--- src/rtl/pulse_cdc_scheduler.sv ---
// rtl/pulse_cdc_scheduler.sv - shares one toggle pulse synchronizer among N_REQ sources with GAP-cycle spacing.
// Define PULSE_SCHED_FIXED_PRIO_EN for fixed lowest-index priority instead of round-robin.
module pulse_cdc_scheduler #(
  parameter int N_REQ = 4,
  parameter int GAP   = 8,
  parameter int IDW   = 2
) (
  input  logic             clk_fast,
  input  logic             rst_n,
  input  logic             en,
  input  logic [N_REQ-1:0] req,
  input  logic             clr_ovf,
  output logic             sync_pulse,
  output logic [IDW-1:0]   sync_id,
  output logic [N_REQ-1:0] pend,
  output logic [N_REQ-1:0] ovf,
  output logic             busy
);

  localparam int CW = $clog2(GAP);

  typedef enum logic {S_IDLE, S_GAP} state_t;

  state_t           state_q, state_d;
  logic [CW-1:0]    cnt_q, cnt_d;
  logic [N_REQ-1:0] pend_d, ovf_d, grant_vec;
  logic             pulse_d, issue, found;
  logic [IDW-1:0]   id_d, winner;

`ifdef PULSE_SCHED_FIXED_PRIO_EN
  always_comb begin
    found  = 1'b0;
    winner = '0;
    for (int i = N_REQ - 1; i >= 0; i--) begin
      if (pend[i]) begin
        found  = 1'b1;
        winner = IDW'(i);
      end
    end
  end
`else
  logic [IDW-1:0]   ptr_q, ptr_d;
  logic [N_REQ-1:0] upper;

  // Prefer the lowest pending index at or above the pointer, else wrap to the lowest overall.
  always_comb begin
    found  = 1'b0;
    winner = '0;
    for (int i = 0; i < N_REQ; i++) begin
      upper[i] = pend[i] && (i >= int'(ptr_q));
    end
    for (int i = N_REQ - 1; i >= 0; i--) begin
      if (pend[i] && (upper == '0)) begin
        found  = 1'b1;
        winner = IDW'(i);
      end
    end
    for (int i = N_REQ - 1; i >= 0; i--) begin
      if (upper[i]) begin
        found  = 1'b1;
        winner = IDW'(i);
      end
    end
  end

  always_comb begin
    ptr_d = ptr_q;
    if (issue) begin
      if (winner == IDW'(N_REQ - 1)) ptr_d = '0;
      else                           ptr_d = winner + 1'b1;
    end
  end

  always_ff @(posedge clk_fast or negedge rst_n) begin
    if (!rst_n) ptr_q <= '0;
    else        ptr_q <= ptr_d;
  end
`endif

  assign issue = (state_q == S_IDLE) && en && found;

  always_comb begin
    grant_vec = '0;
    if (issue) grant_vec = N_REQ'(1) << winner;
  end

  always_comb begin
    state_d = state_q;
    cnt_d   = cnt_q;
    pulse_d = 1'b0;
    id_d    = sync_id;
    case (state_q)
      S_IDLE: begin
        if (issue) begin
          pulse_d = 1'b1;
          id_d    = winner;
          cnt_d   = CW'(GAP - 1);
          state_d = S_GAP;
        end
      end
      S_GAP: begin
        if (cnt_q != '0) cnt_d = cnt_q - 1'b1;
        if (cnt_q <= CW'(1)) state_d = S_IDLE;
      end
    endcase
  end

  // A request landing on the granted source is a fresh event; on any other pending source it merges.
  always_comb begin
    pend_d = (pend & ~grant_vec) | req;
    ovf_d  = (clr_ovf ? '0 : ovf) | (req & pend & ~grant_vec);
  end

  always_ff @(posedge clk_fast or negedge rst_n) begin
    if (!rst_n) begin
      state_q    <= S_IDLE;
      cnt_q      <= '0;
      sync_pulse <= 1'b0;
      sync_id    <= '0;
      pend       <= '0;
      ovf        <= '0;
    end else begin
      state_q    <= state_d;
      cnt_q      <= cnt_d;
      sync_pulse <= pulse_d;
      sync_id    <= id_d;
      pend       <= pend_d;
      ovf        <= ovf_d;
    end
  end

  assign busy = (state_q == S_GAP);

endmodule

--- config.mk ---
export PLATFORM = sky130hd
export DESIGN_NAME = pulse_cdc_scheduler
export DESIGN_NICKNAME = d
export VERILOG_FILES = /design/src/rtl/pulse_cdc_scheduler.sv
export SDC_FILE = /design/constraint.sdc
export NUM_CORES = 1
export LEC_CHECK = 0
export ABC_AREA = 1
export CAP_MARGIN = 20
export CORE_AREA = 2 2 52 54
export CTS_BUF_LIST = sky130_fd_sc_hd__clkbuf_2 sky130_fd_sc_hd__clkbuf_4 sky130_fd_sc_hd__clkbuf_8
export DETAILED_ROUTE_END_ITERATION = 12
export DIE_AREA = 0 0 54 56
export PLACE_DENSITY = 0.68
export SYNTH_ARGS = -nofsm -noshare
export SYNTH_HDL_FRONTEND = slang
export SYNTH_SLANG_ARGS = --single-unit
--- constraint.sdc ---
create_clock -name clk_fast -period 1.3 [get_ports clk_fast]
set_clock_uncertainty 0.05 [all_clocks]
set_input_delay 0.26 -clock clk_fast [delete_from_list [all_inputs] [get_ports clk_fast]]
set_output_delay 0.26 -clock clk_fast [all_outputs]
set_load 0.02 [all_outputs]
# Yosys cells after proc, flatten, opt, wreduce, memory -nomap -nowiden
# Cells that the tools add are included.
# totals
reg_bits	17
in_bits	8
elab_cells	63
# classes
add_sub_neg	2
order_cmp	4
n_eq_ne	3
n_shift	1
n_mux	26
bitwise_logic	7
reduce_logical	13
# ops
operator	n
2-to-1 mux 2 bit	9
bitwise AND 4 bit	3
2-to-1 mux 1 bit	11
logical AND 1 bit	9
2-to-1 mux 4 bit	2
OR 4 bit	2
2-to-1 mux 3 bit	2
one-hot mux 3 bit (2 select lines)	1
>= comparator 1 x 2 -> 1 bit, first input constant	2
logical NOT 4 bit	1
NOT 4 bit	1
AND reduction 2 bit	2
left shift 1 x 2 -> 4 bit, first input constant	1
<= comparator 3 x 1 -> 1 bit, second input constant	1
nonzero test 3 bit	1
subtractor 3 x 1 -> 3 bit, second input constant	1
adder 2 x 1 -> 2 bit, second input constant	1
== test 2 bit, second input constant	1
>= comparator 2 bit, first input constant	1
inequality test 2 x 1 -> 1 bit, second input constant	1
inequality test 2 bit, second input constant	1
one-hot mux 1 bit (2 select lines)	1
NOT 1 bit	1

# Longest topological paths before layout
# depth
depth_word	17
depth_mapped	11
ltp_nobuf	11

# Worst setup path after synthesis
# OpenSTA, ideal clock, no wires.
# synth_path
path_type	register to register
from	reg pend[0]
to	reg pend[3]
setup_ns	0.123
t_arrival_ns	1.334
required_time_ns	1.127
setup_slack_ns	-0.207
stages_incl_launch_ff	12
path_buffers	0
cell_sequence	dfrtp_1 inv_2 nand3_1 nand2_1 nand2_1 nand2_1 nand2_1 inv_1 ha_1 inv_1 o21ai_0 nand2_1
# synth_via
elab_chain_len	16
word_cells_on_any_way	28
classes_between	1 x shift; 17 x mux; 3 x bitwise; 7 x reduce/logical
# synth_lines
element	line_no	rtl
start: declaration	15	output logic [N_REQ-1:0] pend,
start signal: assignment	127	pend <= pend_d;
logical AND 1 bit	50	upper[i] = pend[i] && (i >= int'(ptr_q));
logical NOT 4 bit	53	if (pend[i] && (upper == '0)) begin
logical AND 1 bit	53	
2-to-1 mux 2 bit (4 in series)	53	
2-to-1 mux 2 bit (3 in series)	59	if (upper[i]) begin
2-to-1 mux 2 bit *	59	
via winner[0]	28	logic [IDW-1:0] id_d, winner;
left shift 1 x 2 -> 4 bit *	84	if (issue) grant_vec = N_REQ'(1) << winner;
2-to-1 mux 4 bit *	84	
NOT 4 bit *	110	pend_d = (pend & ~grant_vec) | req;
bitwise AND 4 bit *	110	
OR 4 bit *	110	
via pend_d[3]	26	logic [N_REQ-1:0] pend_d, ovf_d, grant_vec;
# Mark *: on every way through the listed nets, which the timed path passes. The rest lies on a longest branch.
# A chain may end at the register's enable or synchronous reset.

# Final worst setup path
# layout_path
from	reg ptr_q[1]
to	reg pend[2]
# layout_via
elab_chain_len	17
word_cells_on_any_way	33
classes_between	3 x order compare; 1 x shift; 17 x mux; 3 x bitwise; 9 x reduce/logical
# layout_lines
element	line_no	rtl
start: declaration	42	logic [IDW-1:0] ptr_q, ptr_d;
start signal: assignment	76	else ptr_q <= ptr_d;
>= comparator 1 x 2 -> 1 bit / >= comparator 2 bit (equally long branches)	50	
logical AND 1 bit	50	
logical NOT 4 bit	53	
logical AND 1 bit	53	
2-to-1 mux 2 bit / 2-to-1 mux 1 bit (equally long branches) (4 in series)	53	
2-to-1 mux 2 bit / 2-to-1 mux 1 bit (equally long branches) (4 in series)	59	
left shift 1 x 2 -> 4 bit / logical AND 1 bit (equally long branches)	84, 80	
2-to-1 mux 4 bit *	84	
NOT 4 bit *	110	
bitwise AND 4 bit *	110	
OR 4 bit *	110	
via pend_d[2]	26	
# Marked as above.

==> results.tsv <==
metric	value	unit
antenna_found_initial	0	
hpwl	1.485	mm
critPathTopFamily	simple AND/OR/NAND/NOR gates	
yosysWarnings	0	
global_route_wire_length_before_repair	3.919	mm
tightestPinTransition	247.9	ps
layout.cell_area.non_filler	0.001672	mm²
first_global_vias	904	
syn_area	930.9	µm²
drive_gt1_frac	0.5640	
drt-initial-drc-count	10	
synthDistinctLibCells	17	
area_growth_syn_to_layout	79.57	%
setup_slack	-215.8	ps
globalRoute.totalOverflow	0	
syn-mean-instance-area	8.025	µm²
nNetsFinal	188	
static-leakage-power	0.8358	nW
power_density	2246	mW/mm²
cts-buffers-inserted	3	
rsz_0062_raised_after_global_routing	true	
layout.filler_cells	204	
buffer_ports.inserted	19	
total_grt_usage	0.1758	
worst_setup_path_end_kind	flip-flop	
cts_tree	built	
layout_common_cells	nand2_1 (26), buf_4 (26), dfrtp_1 (14)	
seq_area_frac_synth	0.4570	
placed_cell_area	0.001277	mm²
worst_r2r_path_depth	10	
gp_congestion	0.8408	
critical_path_required_time	1450	ps
min_period	1516	ps
hold_path_class	input pin to asynchronous set/reset pin	
largest_net_degree_at_the_start_of_global_routing	18	
worst_ep_arrival_time	1670	ps
die_w	54	µm
clkSlewWorstSetupHoldPaths	110	ps
clk_root_buffer_cell	clkbuf_4	
cell_type_with_the_highest_aggregate_area_in_the_netlist	dfrtp_1	
die_h	56	µm
final_antenna_net_count	0	
cts_max_path_buffers	2	
detail_route.vias_per_cell	4.723	
violations	negative setup slack	
postSynthNetCount	131	
clock-sinks	17	
critical_path.reg2reg.endpoint	pend[2]	
vdd_drop_max	0.001517	V
starting_utilization_of_the_core_area	0.3827	
final.period_utilization	1.166	
io_pins	20	
n_antenna_cell	0	
postSynthRegisterBits	17	
worst_path_max_delay_cell	dfrtp_2	
fp-row-count	18	
final_max_slew_viol_count	0	
routed-via-count	954	
cp_slowest_stage_delay	490	ps
cts_max_level	1	
max_clock_freq	0.6597	GHz
timing.critical_path.cells	nand3_2 -> nand2_2 -> nand2_2 -> nand2_4 -> nand2_8 -> buf_12 -> ha_4 -> inv_2 -> o21ai_1 -> nand2_1	
finalHoldViolCount	0	
finalWirelength	2.805	mm
worst_setup_path_startpoint	ptr_q[1]	
clock_insertion_delay_worst_skew	310	ps
critical_path.n_buffers_inverters	2	
maxCapViolCount	0	
wl_per_cell	13.89	µm
post_synth_inst_count	116	
critical_path_class	flip-flop to flip-flop	
post-route-drc-count	0	
synth_top_area_frac	0.4570	
fp.dieArea	0.003024	mm²
ys_top_cells_by_area	dfrtp_1 (46%), nand2_1 (16%), ha_1 (9.4%)	
critical_path.startpoint_type	flip-flop	
crit_fanout	5	
setup.reg_to_reg.worst_slack	-220	ps
slew-limit-headroom	0.8347	
path_common_cell	nand2_2	
fp.coreArea	0.002432	mm²
drtPass1Iterations	4	
r2r_start	ptr_q[1]	
result_of_the_run	complete, but fails checks	
setup_viol_count_final	20	
final_core_util	0.6872	
## worst reg2reg max path, stage by stage, from the launching register on
cell and delay (ps):
dfrtp_2 490, nand3_2 100, nand2_2 60, nand2_2 90
nand2_4 80, nand2_8 90, buf_12 100, ha_4 120
inv_2 40, o21ai_1 110, nand2_1 90
## synthesized netlist by cell type
| library cell | instances |
|---|---|
| nand4_1 | 1 |
| dfrtp_1 | 17 |
| o21ai_0 | 8 |
| inv_2 | 4 |
| nand2_1 | 40 |
| o21bai_2 | 2 |
| ha_1 | 7 |
| nor3_1 | 1 |
| nand2_4 | 1 |
| inv_1 | 20 |
| nor2_2 | 1 |
| buf_6 | 1 |
| o21bai_1 | 2 |
| nand4_2 | 1 |
| a21oi_1 | 1 |
| nand3_1 | 7 |
| nor2_1 | 2 |
## kinds of logic (layout without fill, tap and decap cells)
family / after synthesis / count (layout) / share of synthesized area
buf+inv: 25 / 80 / 0.1089
flops: 17 / 17 / 0.4570
compound gates: 13 / 13 / 0.08870
simple gates: 54 / 55 / 0.2513
fa+ha+maj: 7 / 7 / 0.09408
## stage by stage
step	setup TNS, ps	std cells	total power [mW]	hold WS (ps)	setup slack (ps)
after floorplan	-830.3	116	1.711	-85.59	-108.1
after global placement	-1828	180	2.318	413.0	-141.5
after detailed placement	-2405	180	2.367	417.4	-200.2
after CTS	-1533	195	3.187	223.3	-163.1
after global routing	-3522	202	4.001	255.5	-315.7
final	-2407	202	3.754	206.4	-215.8
## power by group
group          leakage (nW)  total [mW]  switching, mW  internal [mW]
logic                 0.632        2.56           1.33           1.23
registers             0.186       0.886          0.171          0.715
clock network        0.0177       0.305          0.190          0.115
total                 0.836        3.75           1.69           2.06
## sequential cells by signal (all words and copies together), names as in the netlist
register	count
sync_id	2
cnt_q	3
busy	1
ptr_q	2
ovf	4
pend	4
sync_pulse	1
## worst max path at each step
stage	to	slack [ps]	cells after the start
after global routing	pend[2]	-320	10
after detailed placement	pend[2]	-200	7
after floorplan	pend[2]	-110	8
final	pend[2]	-220	10
after CTS	pend[3]	-160	9
after global placement	sync_id[0]	-140	7
## repair_timing
item | in CTS | in global routing
hold buffers | 0 | 0
setup buffers | 10 | 9
endpoints found under the setup margin | 27 | 23
gates cloned | 1 | 0
pin swaps | 22 | 12
resized for setup | 62 | 47
## layer usage
| layer | up-vias | track usage | wire length, µm |
|---|---|---|---|
| li1 | 471 | - | - |
| met1 | 461 | 0.2144 | 1123 |
| met2 | 17 | 0.2979 | 1540 |
| met3 | 5 | 0.01613 | 87 |
| met4 | 0 | 0.08571 | 54 |
| met5 | - | 0 | 0 |
## layout make-up
type                            count  area (µm²)  share of cell area
Tap cell                           30       37.54             0.02246
Sequential cell                    17       429.2              0.2567
Timing Repair Buffer               52       479.2              0.2867
Clock inverter                      1       5.005            0.002994
Clock buffer                        3       22.52             0.01347
Multi-Input combinational cell     75       595.6              0.3563
Inverter                           24       102.6             0.06138
Note: power is estimated with default switching activity, not from simulation.
